## config.mk

```make
export PLATFORM = sky130hd
export DESIGN_NAME = hand_bbox_extractor
export DESIGN_NICKNAME = d
export VERILOG_FILES = /design/src/rtl/hand_bbox_extractor_pkg.sv /design/src/rtl/hand_bbox_extractor_bbox_minmax_acc.sv /design/src/rtl/hand_bbox_extractor.sv
export SDC_FILE = /design/constraint.sdc
export NUM_CORES = 1
export LEC_CHECK = 0
export CAP_MARGIN = 15
export CORE_ASPECT_RATIO = 1.25
export CORE_UTILIZATION = 52
export DETAILED_ROUTE_END_ITERATION = 8
export PLACE_DENSITY = 0.88
export SKIP_LAST_GASP = 1
export SLEW_MARGIN = 20
export SYNTH_ARGS = -nofsm -noshare
export SYNTH_HDL_FRONTEND = slang
export SYNTH_SLANG_ARGS = --single-unit
export TNS_END_PERCENT = 100
```

## constraint.sdc

```tcl
create_clock -name VGA_CLK -period 4.1 [get_ports VGA_CLK]
set_input_delay 0.82 -clock VGA_CLK [delete_from_list [all_inputs] [get_ports VGA_CLK]]
set_output_delay 0.82 -clock VGA_CLK [all_outputs]
set_load 0.02 [all_outputs]
```

## src/rtl/hand_bbox_extractor_pkg.sv

```systemverilog
// Shared types and constants for the hand bounding-box extractor.
// Holds the FSM state type, the default active-area size and the
// coordinate/count types used by the top and the accumulator.
package hand_bbox_extractor_pkg;

  localparam int DEFAULT_H_ACTIVE = 640;
  localparam int DEFAULT_V_ACTIVE = 480;

  localparam int COORD_W = 11;
  localparam int COUNT_W = 19;

  typedef logic [COORD_W-1:0] coord_t;
  typedef logic [COUNT_W-1:0] pix_count_t;

  // Min trackers start at the largest coordinate so the first hand pixel always wins.
  localparam coord_t COORD_MIN_INIT = 11'h7FF;
  localparam coord_t COORD_MAX_INIT = 11'h000;

  typedef enum logic [1:0] {
    WAIT_SOF = 2'd0,
    ACCUM    = 2'd1,
    FLUSH    = 2'd2,
    PUBLISH  = 2'd3
  } bbox_state_t;

endpackage

```

## src/rtl/hand_bbox_extractor_bbox_minmax_acc.sv

```systemverilog
// Min/max/count accumulator for hand pixel coordinates.
// clear returns the trackers to their initial values; clear together with
// enable restarts the frame with the presented pixel as its only member.
module bbox_minmax_acc
  import hand_bbox_extractor_pkg::*;
(
  input  logic       VGA_CLK,
  input  logic       RST,
  input  logic       clear,
  input  logic       enable,
  input  coord_t     x,
  input  coord_t     y,
  output coord_t     min_x,
  output coord_t     max_x,
  output coord_t     min_y,
  output coord_t     max_y,
  output pix_count_t count
);

  localparam pix_count_t COUNT_MAX = '1;

  // Track the extreme coordinates and a saturating count of hand pixels.
  always_ff @(posedge VGA_CLK or posedge RST) begin
    if (RST) begin
      min_x <= COORD_MIN_INIT;
      max_x <= COORD_MAX_INIT;
      min_y <= COORD_MIN_INIT;
      max_y <= COORD_MAX_INIT;
      count <= '0;
    end else if (clear) begin
      if (enable) begin
        min_x <= x;
        max_x <= x;
        min_y <= y;
        max_y <= y;
        count <= pix_count_t'(1);
      end else begin
        min_x <= COORD_MIN_INIT;
        max_x <= COORD_MAX_INIT;
        min_y <= COORD_MIN_INIT;
        max_y <= COORD_MAX_INIT;
        count <= '0;
      end
    end else if (enable) begin
      if (x < min_x) min_x <= x;
      if (x > max_x) max_x <= x;
      if (y < min_y) min_y <= y;
      if (y > max_y) max_y <= y;
      if (count != COUNT_MAX) count <= count + pix_count_t'(1);
    end
  end

endmodule

```

## src/rtl/hand_bbox_extractor.sv

```systemverilog
// Per-frame hand bounding-box extractor.
// Stage 1 registers the pixel and its position and classifies it as hand or
// not; stage 2 folds hand pixels into the accumulator. The FSM frames the
// accumulation between start-of-frame and the first blanking line, waits for
// the pipeline to drain, then publishes the box with a one-cycle strobe.
module hand_bbox_extractor #(
  parameter int H_ACTIVE   = hand_bbox_extractor_pkg::DEFAULT_H_ACTIVE,
  parameter int V_ACTIVE   = hand_bbox_extractor_pkg::DEFAULT_V_ACTIVE,
  parameter int THRESHOLD  = 128,
  parameter int MIN_PIXELS = 64
) (
  input  logic        VGA_CLK,
  input  logic        RST,
  input  logic [7:0]  pixel_in,
  input  logic [12:0] VGA_H_CNT,
  input  logic [12:0] VGA_V_CNT,
  output logic [10:0] hand_x,
  output logic [10:0] hand_y,
  output logic [10:0] hand_width,
  output logic [10:0] hand_height,
  output logic        hand_detected,
  output logic        bbox_valid
);

  import hand_bbox_extractor_pkg::*;

  logic        s1_hand;
  coord_t      s1_x;
  coord_t      s1_y;
  logic        s1_sof;
  logic        s1_eof;

  bbox_state_t state;
  bbox_state_t next_state;
  logic        flush_cnt;

  logic        acc_clear;
  logic        acc_enable;
  logic        load_outputs;

  coord_t      acc_min_x;
  coord_t      acc_max_x;
  coord_t      acc_min_y;
  coord_t      acc_max_y;
  pix_count_t  acc_count;

  // Stage 1: capture the position and decide whether the pixel belongs to the hand.
  always_ff @(posedge VGA_CLK or posedge RST) begin
    if (RST) begin
      s1_hand <= 1'b0;
      s1_x    <= '0;
      s1_y    <= '0;
      s1_sof  <= 1'b0;
      s1_eof  <= 1'b0;
    end else begin
      s1_hand <= (pixel_in >= 8'(THRESHOLD)) &&
                 (VGA_H_CNT < 13'(H_ACTIVE)) &&
                 (VGA_V_CNT < 13'(V_ACTIVE));
      s1_x    <= VGA_H_CNT[10:0];
      s1_y    <= VGA_V_CNT[10:0];
      s1_sof  <= (VGA_H_CNT == 13'd0) && (VGA_V_CNT == 13'd0);
      s1_eof  <= (VGA_H_CNT == 13'd0) && (VGA_V_CNT == 13'(V_ACTIVE));
    end
  end

  // FSM state register.
  always_ff @(posedge VGA_CLK or posedge RST) begin
    if (RST) state <= WAIT_SOF;
    else     state <= next_state;
  end

  // Counts the drain cycles spent in FLUSH.
  always_ff @(posedge VGA_CLK or posedge RST) begin
    if (RST)                flush_cnt <= 1'b0;
    else if (state == FLUSH) flush_cnt <= ~flush_cnt;
    else                    flush_cnt <= 1'b0;
  end

  // Next-state logic: only start-of-frame opens a frame and only the first blanking line closes it.
  always_comb begin
    next_state = state;
    unique case (state)
      WAIT_SOF: if (s1_sof) next_state = ACCUM;
      ACCUM:    if (s1_eof) next_state = FLUSH;
      FLUSH:    if (flush_cnt) next_state = PUBLISH;
      PUBLISH:  next_state = WAIT_SOF;
      default:  next_state = WAIT_SOF;
    endcase
  end

  // Output decode: accumulator control, publish load and the valid strobe.
  always_comb begin
    acc_clear    = 1'b0;
    acc_enable   = 1'b0;
    load_outputs = 1'b0;
    bbox_valid   = 1'b0;
    unique case (state)
      WAIT_SOF: begin
        acc_clear  = 1'b1;
        acc_enable = s1_sof && s1_hand;
      end
      ACCUM: begin
        acc_enable = s1_hand;
      end
      FLUSH: begin
        load_outputs = flush_cnt;
      end
      PUBLISH: begin
        bbox_valid = 1'b1;
      end
      default: begin
        acc_clear = 1'b1;
      end
    endcase
  end

  bbox_minmax_acc u_acc (
    .VGA_CLK (VGA_CLK),
    .RST     (RST),
    .clear   (acc_clear),
    .enable  (acc_enable),
    .x       (s1_x),
    .y       (s1_y),
    .min_x   (acc_min_x),
    .max_x   (acc_max_x),
    .min_y   (acc_min_y),
    .max_y   (acc_max_y),
    .count   (acc_count)
  );

  // Result registers: loaded on entry to PUBLISH so they are valid alongside the strobe, held otherwise.
  always_ff @(posedge VGA_CLK or posedge RST) begin
    if (RST) begin
      hand_x        <= '0;
      hand_y        <= '0;
      hand_width    <= '0;
      hand_height   <= '0;
      hand_detected <= 1'b0;
    end else if (load_outputs) begin
      if (acc_count >= pix_count_t'(MIN_PIXELS)) begin
        hand_x        <= acc_min_x;
        hand_y        <= acc_min_y;
        hand_width    <= acc_max_x - acc_min_x + 11'd1;
        hand_height   <= acc_max_y - acc_min_y + 11'd1;
        hand_detected <= 1'b1;
      end else begin
        hand_x        <= '0;
        hand_y        <= '0;
        hand_width    <= '0;
        hand_height   <= '0;
        hand_detected <= 1'b0;
      end
    end
  end

endmodule

```

==> results of run 1 <==
metal layers:
metal  track usage  vias to the layer above
met1         0.315                     3150
met4         0.115                        0
li1              -                     2993
met3        0.0546                       50
met5             0                        -
met2         0.424                      323
critical path, cell delays in order, from the launching register on:
cell and delay [ps]:
dfrtp_1 400, inv_1 100, ha_1 190, nand2_1 60
buf_4 280, nor2_1 760, inv_1 680, o21ai_0 410
final timing paths:
path	from	to	slack, ps	cells past startpoint
setup / recovery	state[0]	hand_x[6]	1100	7
max in group asynchronous	RST	u_acc.min_x[1]	2380	3
hold / removal	flush_cnt	flush_cnt	440	1
setup reg to reg	state[0]	hand_x[6]	1100	7
min in group asynchronous	RST	hand_x[4]	840	2
hold reg to reg	flush_cnt	flush_cnt	440	1
logic make-up after synthesis:
group                    share of synthesized area
multiplexers                                0.0141
XOR/XNOR                                    0.0314
buffers and inverters                       0.0500
AND/OR/NAND/NOR                              0.140
flip-flops                                   0.440
adder cells (fa/ha/maj)                      0.143
AO/OA/AOI/OAI                                0.182
per-stage QoR:
stage	setup WS [ps]	cells	power (mW)
floorplan	1600	777	1.44
global placement	1230	1002	1.50
detailed placement	1050	1002	1.50
CTS	1040	1034	3.06
global route	817	1034	3.14
finish	1100	1034	3.06
power by group:
group / internal, mW / switching [mW]
Combinational: 0.0480 / 0.0599
Sequential: 1.35 / 0.0178
Clock: 0.986 / 0.590
synthesized netlist by cell type (11+ instances only):
cell type | number | area, µm²
nand2_1 | 59 | 221
dfrtp_1 | 114 | 2850
mux2i_1 | 11 | 110
clkbuf_1 | 26 | 97.6
a32o_1 | 26 | 260
ha_1 | 86 | 1080
o221ai_1 | 13 | 114
nor4_1 | 18 | 113
inv_1 | 64 | 240
nor3_1 | 28 | 140
nor2_1 | 57 | 214
a21oi_1 | 21 | 105
xor2_1 | 19 | 166
o21ai_0 | 53 | 265
nand3_1 | 17 | 85.1
dfstp_2 | 22 | 578
state kept, by name, summed over array words and instances (netlist names):
| register | cells |
|---|---|
| u_acc.count | 19 |
| hand_height | 11 |
| hand_width | 11 |
| hand_x | 11 |
| hand_y | 11 |
| s1_x | 11 |
| s1_y | 11 |
| u_acc.max_x | 11 |
| u_acc.max_y | 11 |
| u_acc.min_x | 11 |
| u_acc.min_y | 11 |
| state | 2 |
| flush_cnt | 1 |
| hand_detected | 1 |
| s1_eof | 1 |
| s1_hand | 1 |
| s1_sof | 1 |
area by class of cell:
class                   count  area (µm²)  area share
clock buffers              20         457      0.0491
clock inverters            12         150      0.0161
inverters                  64         244      0.0262
multi-input cells         541        3980       0.428
flip-flops and latches    136        3430       0.369
well taps                 178         223      0.0239
repair buffers             83         821      0.0882
==> reports/qor.csv, run 1 <==
stage,metric,value,unit
run_status,status,"finished, violations left",
run_status,failing checks,DRC,
floorplan,core region area,14500,µm²
clocking,# Post-CTS Setup Buffers,0,
clocking,CTS tree,built,
synth,syn nets,901,
synth,async set-reset flop share out of synthesis,1.00,
floorplan,die width,112,µm
timing,Slew @ Worst Pin,1180,ps
timing,Final setup viols,0,
clocking,clk sink count,136,
clocking,Post-CTS Resized,0,
setup_path,critical path startpoint category,flop,
setup_path,endpoint class of the critical path,flop,
floorplan,Die ar.,15500,µm²
grt,initial antenna violation count,0,
routing,"wirelength, routed",18.9,mm
synth,yosys warns,0,
routing,DRT met1 WL,7.67,mm
setup_path,"critical path fanouts, max",48,
clocking,cts hold-fix bufs,0,
finish,"commonest non-fill, non-tap cell in the layout",dfrtp_1,
timing,Clock Skew,6.81,ps
setup_path,CP arrival,3320,ps
finish,most frequent cells in the layout,"dfrtp_1 (114), ha_1 (86), clkdlybuf4s50_1 (74)",
clocking,TritonCTS buffer count,17,
routing,Routed Antenna Nets,0,
grt,grt ovf,0,
routing,met2 WL,9.33,mm
grt,vias in the first global route,6442,
power_and_ir_drop,worst vdd ir,0.261,mV
routing,drt pass-1 iters,8,
clocking,H-tree Lvls,4,
finish,Final Instance Area,9310,µm²
routing,Via Count,6516,
routing,Top Metal Used,met4,
synth,post-synthesis instance area,7800,µm²
synth,sequential share of the synthesized area,0.440,
finish,Area Overhead vs Synth,19.3,%
grt,global-route wire length before repair,31.4,mm
timing,Peak Freq,0.333,GHz
finish,Layout Nets,967,
timing,crit share post-route,0.732,
synth,register bit total from synthesis,136,
clocking,clk_lat worst skew,430,ps
routing,met3 WL,1.39,mm
synth,post-synthesis cell count,777,
run,max-cap violation count,0,
routing,1st-iter DRT viols,609,
routing,DRC,10,
synth,distinct cell type count after synthesis,57,
timing,Post-Route Setup TNS,0,ps
floorplan,Row Count,49,
setup_path,Worst EP required,4410,ps
timing,unrepaired setup endpoints after global routing,no,
routing,routed vias/inst,6.30,
place,DP Area,8700,µm²
power_and_ir_drop,power per standard cell area,328,nW/µm²
grt,GRT Util Overall,0.253,
finish,Antenna Cells,0,
place,DP HPWL,12.7,mm
place,final estimated routing congestion in global placement,0.834,
floorplan,Starting Density,0.537,
synth,"EDFF count, synth",0,
finish,layout cell share with drive strength beyond 1,0.0923,
power_and_ir_drop,leakage power,4.31,nW
grt,largest net degree at the start of global routing,74,
worst_hold_path,Hold Crit Class,flop to flop,
timing,max-slew violations,0,
clocking,CTS root buf,clkbuf_16,
floorplan,num ports,82,
setup_path,Crit Path Class,flop to flop,
finish,final core utilization,0.641,
timing,"Hold Violations, Final",0,
timing,post-route minimum period,3000,ps
synth,synthesized area per cell,10.0,µm²
clocking,CTS max path bufs,2,
timing,Rel. slew slack,0.215,
place,# port buffers,74,
timing,hold slack,439,ps
floorplan,die height,139,µm
synth,Main synth FF type,dfrtp_1,
finish,Layout fillers,1047,
clocking,"Reg clk slew, reported paths",60,ps
routing,drt wl/cell,18.3,µm
Power figures use the tool's default switching activity.
==> run 2: changes to the inputs <==
- CORE_UTILIZATION: 52 -> 57
- PLACE_DENSITY: 0.88 -> 0.91
- clock period: 4.1 -> 2.9 ns (I/O delays scaled with it)
==> reports/qor.csv, run 2 (synthesis gave the netlist of run 1 again) <==
stage,metric,value,unit
place,DP Cell Count,1001,
grt,global-route wire length before repair,33.5,mm
routing,"wirelength, routed",19.9,mm
setup_path,"slowest stage cell, crit path",or4_1,
grt,largest net degree at the start of global routing,58,
timing,max-slew violations,0,
floorplan,Row Count,47,
timing,"Hold Violations, Final",0,
finish,largest reg by FF count,u_acc.count,
place,final estimated routing congestion in global placement,0.848,
routing,routed vias/inst,6.50,
clocking,CTS root buf,clkbuf_16,
setup_path,endpoint class of the critical path,flop,
power_and_ir_drop,power per standard cell area,471,nW/µm²
floorplan,num ports,82,
setup_path,Crit Path Class,flop to flop,
power_and_ir_drop,worst vdd ir,0.384,mV
routing,drt pass-1 iters,6,
power_and_ir_drop,Clock power frac,0.523,
floorplan,core region area,13300,µm²
finish,Final Non-Filler Cells,1032,
floorplan,die height,133,µm
finish,most frequent cells in the layout,"dfrtp_1 (114), ha_1 (86), clkdlybuf4s50_1 (74)",
run,max-cap violation count,0,
clocking,H-tree Lvls,4,
power_and_ir_drop,internal power,3.46,mW
routing,Routed Antenna Nets,0,
finish,"commonest non-fill, non-tap cell in the layout",dfrtp_1,
floorplan,Die ar.,14200,µm²
finish,max reg flops,19,
place,# port buffers,74,
run_status,status,"finished, final reports clean",
routing,1st-iter DRT viols,749,
clocking,CTS tree,built,
worst_hold_path,WHS Path Cells,1,
clocking,CTS max path bufs,2,
routing,DRC,0,
timing,Final setup viols,0,
power_and_ir_drop,Sw Share,0.216,
timing,unrepaired setup endpoints after global routing,no,
setup_path,FF-to-FF path depth,8,
routing,Via Count,6704,
setup_path,CP Buf/Inv Count,2,
grt,vias in the first global route,6733,
finish,Layout Nets,973,
setup_path,Worst EP required,3250,ps
place,DP HPWL,13.2,mm
setup_path,critical path startpoint category,flop,
setup_path,Levels on crit path,8,
setup_path,Max stage delay on crit path,560,ps
floorplan,Starting Density,0.587,
power_and_ir_drop,Logic pwr share,0.037,
setup_path,CP arrival,3180,ps
clocking,# Post-CTS Setup Buffers,0,
timing,Post-Route Setup TNS,0,ps
finish,layout cell share with drive strength beyond 1,0.101,
clocking,"Reg clk slew, reported paths",60,ps
timing,Rel. slew slack,0.408,
power_and_ir_drop,leakage power,4.33,nW
timing,Peak Freq,0.354,GHz
timing,post-route minimum period,2820,ps
timing,crit share post-route,0.974,
finish,Layout fillers,878,
timing,Clock Skew,8.52,ps
grt,initial antenna violation count,0,
grt,GRT Util Overall,0.301,
clocking,TritonCTS buffer count,17,
worst_hold_path,Hold Crit Class,flop to flop,
clocking,Post-CTS Resized,0,
routing,drt wl/cell,19.3,µm
grt,grt ovf,0,
setup_path,"critical path fanouts, max",7,
finish,Antenna Cells,0,
clocking,cts hold-fix bufs,0,
floorplan,die width,107,µm
setup_path,critical path's top delay family,compound AO/OA/AOI/OAI gates,
clocking,clk sink count,136,
timing,Slew @ Worst Pin,887,ps
power_and_ir_drop,Psw,953,µW
finish,Area Overhead vs Synth,20.3,%
power_and_ir_drop,share of power burned in registers,0.440,
clocking,clk_lat worst skew,430,ps
setup_path,crit path cell chain,inv_1 > ha_1 > a211oi_2 > o21ai_0 > or4_1 > a31oi_1 > buf_4 > a32o_1,
run 2: cell count changes in the layout (fill, tap and decap cells not counted), sizes merged:
| cell | change |
|---|---|
| buf | +6 |
| clkinv | -6 |
| clkinvlp | +4 |
| bufinv | +1 |
| clkbuf | -1 |
| inv | +1 |
run 2: power groups by stage:
stage | Clock (mW) | Sequential (mW) | Combinational (mW)
after CTS | 2.31 | 1.94 | 0.164
after detailed placement | 0 | 1.97 | 0.159
final | 2.31 | 1.94 | 0.164
after global routing | 2.39 | 1.94 | 0.184
after global placement | 0 | 1.97 | 0.150
after floorplan | 0 | 1.96 | 0.0791
run 2: stage by stage:
| stage | power, mW | area [µm²] | utilization | hold WS, ps | setup WS, ps |
|---|---|---|---|---|---|
| after floorplan | 2.04 | 7800 | - | 414 | 513 |
| after global placement | 2.12 | 8750 | 0.658 | 426 | 339 |
| after detailed placement | 2.13 | 8750 | 0.658 | 440 | 259 |
| after CTS | 4.41 | 9380 | 0.706 | 467 | 146 |
| after global routing | 4.52 | 9390 | 0.706 | 488 | 0.450 |
| final | 4.42 | 9390 | 0.706 | 469 | 75.4 |
run 2: worst paths after layout:
path,endpoint,slack (ps),from
setup / recovery,u_acc.max_y[4],80,u_acc.max_y[8]
hold / removal,flush_cnt,470,flush_cnt
setup reg to reg,u_acc.max_y[4],80,u_acc.max_y[8]
hold reg to reg,flush_cnt,470,flush_cnt
max in group asynchronous,u_acc.min_x[2],1590,RST
min in group asynchronous,hand_x[3],570,RST
run 2: worst register-to-register path: stages, from the launching register on:
cell and delay, ps:
dfrtp_1 410, inv_1 80, ha_1 330, a211oi_2 250, o21ai_0 150, or4_1 560, a31oi_1 550, buf_4 270
a32o_1 140
run 2: per-layer routing:
layer / GRT usage / wire length (µm) / vias to the layer above
met5: 0 / 0 / -
met4: 0.135 / 721 / 0
met3: 0.0532 / 1390 / 90
met2: 0.506 / 10000 / 351
met1: 0.375 / 7830 / 3274
li1: - / - / 2989
run 2: area by class of cell:
| cell class | count | area (µm²) | area share |
|---|---|---|---|
| Sequential cell | 136 | 3430 | 0.366 |
| Tap cell | 171 | 214 | 0.0228 |
| Timing Repair Buffer | 89 | 878 | 0.0936 |
| Clock inverter | 12 | 174 | 0.0185 |
| Clock buffer | 19 | 453 | 0.0483 |
| Multi-Input combinational cell | 541 | 3990 | 0.425 |
| Inverter | 64 | 244 | 0.0260 |
==> variant (config.mk and constraints of run 1) <==
Re-encode `bbox_state_t` (4 states) as one-hot, 4 bits wide.
--- a/src/rtl/hand_bbox_extractor_pkg.sv
+++ b/src/rtl/hand_bbox_extractor_pkg.sv
@@ -18,7 +18,7 @@
 
-  typedef enum logic [1:0] {
-    WAIT_SOF = 2'd0,
-    ACCUM    = 2'd1,
-    FLUSH    = 2'd2,
-    PUBLISH  = 2'd3
+  typedef enum logic [3:0] {
+    WAIT_SOF = 4'b0001,
+    ACCUM    = 4'b0010,
+    FLUSH    = 4'b0100,
+    PUBLISH  = 4'b1000
   } bbox_state_t;
Behaviour: no difference found for any inputs over 10 cycles, from zero or initial values and one cycle with RST high; not proved beyond that.
==> variant against run 1 <==
The flow still finishes with violations (DRC). Register-to-register slack better by 0.30 ns. Worst setup slack improved by 0.16 ns. Synthesized area is 6.1% lower. Routed wire length shrank 15%. Design area is 5.0% lower. Count of clock-buffer cells in the layout did not move. Sequential cell count grew 2. Worst hold slack better by 0.037 ns. Combinational power is 7% lower. Die area down 6.0%. Total power barely moved. Critical path type is now reg2out. Critical endpoint is now bbox_valid. Largest power group unchanged.
==> variant: results (changes against run 1) <==
Status
  • Failing checks: DRC
  • Status: finished with violations

Worst setup path
  • Worst R2R Setup Slack: 1.40 ns (+0.30 ns)
  • Max stage delay on crit path: 0.68 ns (-0.08 ns)
  • Worst r2r dst: hand_width[10]
  • Slowest stage cell, crit path: clkdlybuf4s50_1

Pwr
  • Pleak: 4.18 nW (-2.9%)
  • Max IR drop VDD: 219 uV (-16%)

Global routing
  • First-pass GRT wire length: 26.5 mm (-15%)

Routing
  • Routed wl met2: 8.06 mm (-14%)
  • DRC viols: 1 (-9)
  • Metal3 WL: 746 um (-46%)
  • Initial drt markers: 374 (-39%)
  • Wl on met1: 6.60 mm (-14%)

Synthesis
  • Largest cells by area after synthesis: dfrtp_1, ha_1, dfstp_2, a22o_1, o21ai_1
  • Synth cell types: 55 (-3.5%)
  • Avg Cell Area, Syn: 10.5 um2 (+4.2%)
  • Post-synthesis sequential area ratio: 47.5% (+3.6 points)
  • Syn Nets: 820 (-9.0%)

STA
  • Worst Clk Skew: 0.00980 ns (+0.00299 ns)
  • Fin Hold WS: 0.476 ns (+0.0365 ns)

Placed design
  • DP Area: 8240 um2 (-5.3%)
  • # placed instances: 933 (-6.9%)

Finish
  • Post-route insts no fill: 965 (-6.7%)

Worst hold path
  • Hold Crit Endpoint: hand_detected
  • Hold depth: 2 (+1)
[variant: layer usage]
layer / GRT usage, % / vias up
li1: - / 2626
met1: 28.4 / 2719
met2: 40.1 / 168
met3: 5.26 / 43
met4: 12.8 / 0
met5: 0 / -
[variant: worst max path at each step]
stage                                 to  slack (ns)  cells after the start
after floorplan                flush_cnt        1.58                      1
after global placement    hand_width[10]        1.47                      9
after detailed placement  hand_width[10]        1.47                      9
after CTS                     bbox_valid        1.24                      2
after global routing          bbox_valid        1.16                      2
final                         bbox_valid        1.26                      2
[variant: area by class of cell]
class | count | area (um2)
Clock inverter | 12 | 148
Tap cell | 175 | 219
Timing Repair Buffer | 80 | 798
Sequential cell | 138 | 3480
Fill cell | 986 | 4910
Multi-Input combinational cell | 476 | 3490
Inverter | 64 | 244
Clock buffer | 20 | 457
[variant: cells by family after synthesis]
family | share of synthesized area (%)
AOI/OAI and AO/OA | 14.4
xor gates and xnor gates | 4.06
adders and majority gates | 14.6
buffers and inverters | 4.77
DFF | 47.5
muxes | 3.14
and+or+nand+nor | 11.5
[variant: critical path, delay by kind of cell, from the launching register on]
kind	cells	cell delay [ns]
buffers and inverters	1	0.68
flip-flops	1	0.49
AND/OR/NAND/NOR	1	0.42
[variant: report_power, final]
| part | switching, W | leakage [nW] | internal [W] |
|---|---|---|---|
| clock network | 0.000583 | 0.284 | 0.000983 |
| logic | 0.0000553 | 2.10 | 0.0000449 |
| registers | 0.0000173 | 1.80 | 0.00137 |
| total | 0.000656 | 4.18 | 0.00240 |
